## src/rtl/asynchronous_up_down_counter_pkg.sv

```systemverilog
// Shared constants for the ripple up/down counter.
package async_cnt_pkg;

    localparam int ASYNC_CNT_WIDTH = 4;

endpackage

```

## src/rtl/asynchronous_up_down_counter_ripple_tff_stage.sv

```systemverilog
// One ripple stage: a T flip-flop with asynchronous active-high clear.
module ripple_tff_stage (
    input  logic clk,
    input  logic reset,
    output logic q
);

    // NOTE: sequential state always uses non-blocking assignment so every
    // flop samples pre-edge values regardless of process ordering.
    always_ff @(posedge clk or posedge reset) begin
        if (reset) q <= 1'b0;
        else       q <= ~q;
    end

endmodule

```

## src/rtl/asynchronous_up_down_counter.sv

```systemverilog
// Ripple binary up/down counter: stage 0 runs on clk, stage i on a clock derived
// from stage i-1 and up. Optional terminal-count output under ASYNC_CNT_TC_EN.
module asynchronous_up_down_counter
    import async_cnt_pkg::*;
#(
    parameter int WIDTH = ASYNC_CNT_WIDTH
) (
    input  logic             up,
    input  logic             clk,
    input  logic             reset,
    output logic [WIDTH-1:0] count
`ifdef ASYNC_CNT_TC_EN
    ,
    output logic             tc
`endif
);

    if (WIDTH < 2) begin : g_width_check
        $error("asynchronous_up_down_counter: WIDTH must be at least 2");
    end

    logic [WIDTH-1:0] q;
    logic [WIDTH-1:0] sclk;

    assign sclk[0] = clk;

    // Flipping up re-derives every stage clock; a resulting rising edge toggles
    // that stage. This direction-change artifact is intended behaviour.
    for (genvar i = 1; i < WIDTH; i++) begin : g_sclk
        assign sclk[i] = up ? ~q[i-1] : q[i-1];
    end

    for (genvar i = 0; i < WIDTH; i++) begin : g_stage
        ripple_tff_stage u_stage (
            .clk   (sclk[i]),
            .reset (reset),
            .q     (q[i])
        );
    end

    assign count = q;

`ifdef ASYNC_CNT_TC_EN
    assign tc = up ? (&q) : ~(|q);
`endif

endmodule

```

## config.mk

```make
export PLATFORM = sky130hd
export DESIGN_NAME = asynchronous_up_down_counter
export DESIGN_NICKNAME = d
export VERILOG_FILES = /design/src/rtl/asynchronous_up_down_counter_pkg.sv /design/src/rtl/asynchronous_up_down_counter_ripple_tff_stage.sv /design/src/rtl/asynchronous_up_down_counter.sv
export SDC_FILE = /design/constraint.sdc
export NUM_CORES = 1
export LEC_CHECK = 0
export ABC_CLOCK_PERIOD_IN_PS = 900
export BUFFER_PORTS_ARGS = -buffer_cell sky130_fd_sc_hd__buf_2
export CAP_MARGIN = 5
export CORE_AREA = 5 5 42 44
export CTS_CLUSTER_SIZE = 25
export DETAILED_ROUTE_END_ITERATION = 7
export DIE_AREA = 0 0 47 49
export PLACE_DENSITY = 0.3
export SYNTH_ARGS = -nofsm -noshare
export SYNTH_HDL_FRONTEND = slang
export SYNTH_HIERARCHICAL = 1
export SYNTH_SLANG_ARGS = --single-unit
```

## constraint.sdc

```tcl
create_clock -name clk -period 0.9 [get_ports clk]
set_input_delay 0.045 -clock clk [delete_from_list [all_inputs] [get_ports clk]]
set_output_delay 0.045 -clock clk [all_outputs]
set_load 0.005 [all_outputs]
```

* Yosys cells after proc, flatten, opt, wreduce, memory -nomap -nowiden *
Cells that the tools add are included.

operators by class
  muxes and demuxes = 3
  bitwise gates (word level) = 4

operators with widths
  kind              number
  1-bit NOT         4
  1-bit 2-to-1 mux  3

storage, ports and cells
  register bits = 4
  word-level logic and storage cells = 11

* Logic depth before layout (Yosys ltp) *
  depth after elaboration = 2
  depth in mapped cells = 1
  gate-level depth less buffers = 1

* Cells and area by module *
Netlist, hierarchy kept.

modules (own cells, without submodules)
  module                        instances  cells an instance  area each (um^2)  sequential area each (um^2)
  ripple_tff_stage              4          3                  32.5              25.0
  asynchronous_up_down_counter  1          3                  26.3              0.0

==> flow_metrics.py <==
metrics = {
    "power": {
        "p_seq_share_pct": 72.4,
        "power.density_nw_per_um2": 334.5,
        "clkPwrFrac_pct": 0,
        "cellInternalPower_mw": 0.06236,
        "combPwrFrac_pct": 27.6,
        "ir_drop_mv": 0.1947,
        "sw_frac_of_total_pct": 13.88,
        "power_switching_mw": 0.01005,
        "p_leak_nw": 0.1303,
    },
    "critical_path": {
        "worstPathRequired_ns": 0.85,
        "crit_family": "flip-flops",
        "cp_slowest_cell": "dfrtp_1",
        "r2r-end": "g_stage[0].u_stage/q",
        "crit_chain": "buf_2",
        "r2r-start": "g_stage[0].u_stage/q",
        "r2r_slack_ns": 0.38,
        "crit_path_end_kind": "output port",
        "arrival_ns": 0.51,
        "worstSetupPathType": "register to output port",
        "critPathLaunchType": "register",
        "path_buf_inv": 1,
        "critPathMaxFanout": 3,
        "cpPeakStageDelay_ns": 0.38,
        "rr_worst_depth": 1,
    },
    "floorplan": {
        "core_area_sq_um": 1401,
        "rows": 14,
        "ioPinCount": 7,
        "fp.dieW_um": 47,
        "fp.dieArea_sq_um": 2303,
        "start_util_pct": 11.16,
        "die_h_um": 49,
    },
    "grt": {
        "grt_pass1_wl_um": 427,
        "grt_antenna_before_repair": 0,
        "busiest_layer": "met2",
        "use_met1_pct": 3.104,
        "overflow": 0,
        "grt_pass1_vias": 110,
        "met2_usage_pct": 3.167,
        "grt_max_degree": 5,
        "use_met3_pct": 1.107,
        "grtUsageTotal_pct": 2.189,
    },
    "timing": {
        "finClkSkew_ns": 0,
        "min_period_over_period_pct": 62.15,
        "finalSetupTns_ns": 0,
        "hold_viol_final": 0,
        "untimed_endpoints": 6,
        "finalMaxSlewViolations": 0,
        "finalCriticalPeriod_ns": 0.5593,
        "unclocked_regs": 3,
        "max_slew_margin_pct": 92.43,
        "setup-violations-final": 0,
        "rsz0062_at_grt": "false",
        "fmax_mhz": 1788,
        "tightestPinTransition_ns": 0.1132,
    },
    "drt": {
        "route.vias.total": 98,
        "dr.pass1.iters": 1,
        "wl_um": 219,
        "post-route-drc-count": 0,
        "drtIter0Drc": 0,
        "ant_nets": 0,
        "via_per_inst": 2.579,
        "wl_per_cell_um": 5.763,
    },
    "final_layout": {
        "largest_register_ffs": 4,
        "drive_gt1_share_pct": 27.27,
        "reg_top3": "g_stage.u_stage/q (4)",
        "area_growth_pct": 38.40,
        "regMostFlops": "g_stage.u_stage/q",
        "diodes": 0,
        "fin_nets": 27,
        "final_util_pct": 15.45,
    },
    "logic_synthesis": {
        "synthSimpleGateAreaFrac_pct": 0,
        "yosysTopAreaCell": "dfrtp_1",
        "syn_area_sq_um": 156.4,
        "syn_nets": 18,
        "synth_compound_area_share_pct": 0,
        "synth_seq_area_share_pct": 64.00,
        "synth_top_family_by_area": "buffers and inverters",
        "synth-xor-area-share_pct": 16.80,
        "muxShareOfSynthArea_pct": 0,
        "yosys-top-cells-area": "dfrtp_1, inv_1, xor2_1",
        "ys_types": 3,
        "synthAdderAreaFrac_pct": 0,
        "ys_seq_elements": 4,
        "yosysWarnings": 6,
        "syn_area_per_cell_sq_um": 10.43,
        "synth_top_area_share_pct": 64.00,
        "netlist_instances": 15,
    },
    "min_path": {
        "hold_class": "register to register",
        "whs_path_depth": 1,
        "min_from": "g_stage[0].u_stage/q",
        "min_to": "g_stage[0].u_stage/q",
    },
    "run": {
        "cap_violations": 0,
    },
    "clock_network": {
        "clk_pin_slew_ns": 0,
        "insertion_delay_ns": 0,
        "ctsResizeCount": 0,
    },
    "outcome": {
        "status": "completed",
    },
    "place": {
        "io_buffers": 6,
        "gp_congestion": 0.6411,
        "dpl.hpwl_um": 229.6,
    },
}
cells by family after synthesis:
| group | Yosys count |
|---|---|
| XOR/XNOR | 3 |
| buffers and inverters | 8 |
| flip-flops | 4 |
cell usage in the layout (no fill, tap or decap):
cell type,netlist,layout
dlygate4sd3_1,0,1
xor2_1,3,3
dfrtp_1,4,4
buf_2,0,6
inv_1,8,8
cells in the mapped netlist, drive strengths merged:
cell type / n
inv: 8
dfrtp: 4
xor2: 3
cell type report:
cell class	count	area, sq um
multi-input combinational	3	26.28
timing repair buffer	7	40.04
fill	171	1185
tap	16	20.02
inverter	8	30.03
sequential	4	100.1
power groups by stage:
stage	combinational, mW	clock [mW]	sequential [mW]
after floorplan	0.00805	0	0.0524
after global placement	0.0163	0	0.0524
after detailed placement	0.0175	0	0.0524
after CTS	0.0207	0	0.0524
after global routing	0.0229	0	0.0524
final	0.0200	0	0.0524
routing by layer:
| layer | vias up | routed length, um |
|---|---|---|
| li1 | 52 | - |
| met1 | 39 | 103 |
| met2 | 7 | 70 |
| met3 | 0 | 45 |
| met4 | 0 | 0 |
| met5 | - | 0 |
how the worst max path moves through the flow:
stage,depth (start not counted),startpoint,end
floorplan,1,g_stage[0].u_stage/q,g_stage[0].u_stage/q
global placement,1,g_stage[0].u_stage/q,count[0]
detailed placement,1,g_stage[0].u_stage/q,count[0]
CTS,1,g_stage[0].u_stage/q,count[0]
global route,3,reset,g_stage[0].u_stage/q
finish,1,g_stage[0].u_stage/q,count[0]
per-stage QoR:
step	cells	setup slack [ns]	hold WS, ns	instance area (sq um)	total power, mW
floorplan	15	0.3762	-0.2263	156.4	0.06045
global placement	37	0.3474	-0.08842	206.4	0.06868
detailed placement	37	0.3345	-0.08431	206.4	0.06990
CTS	38	0.3343	0.4577	216.5	0.07312
global route	38	0.3085	0.4915	216.5	0.07528
finish	38	0.3407	0.4496	216.5	0.07241
what timing repair did:
item                                   CTS  global route
hold buffers                             1             0
buffers inserted                         0             0
endpoints found under the hold margin    1             0
Note: power is estimated with default switching activity, not from simulation.
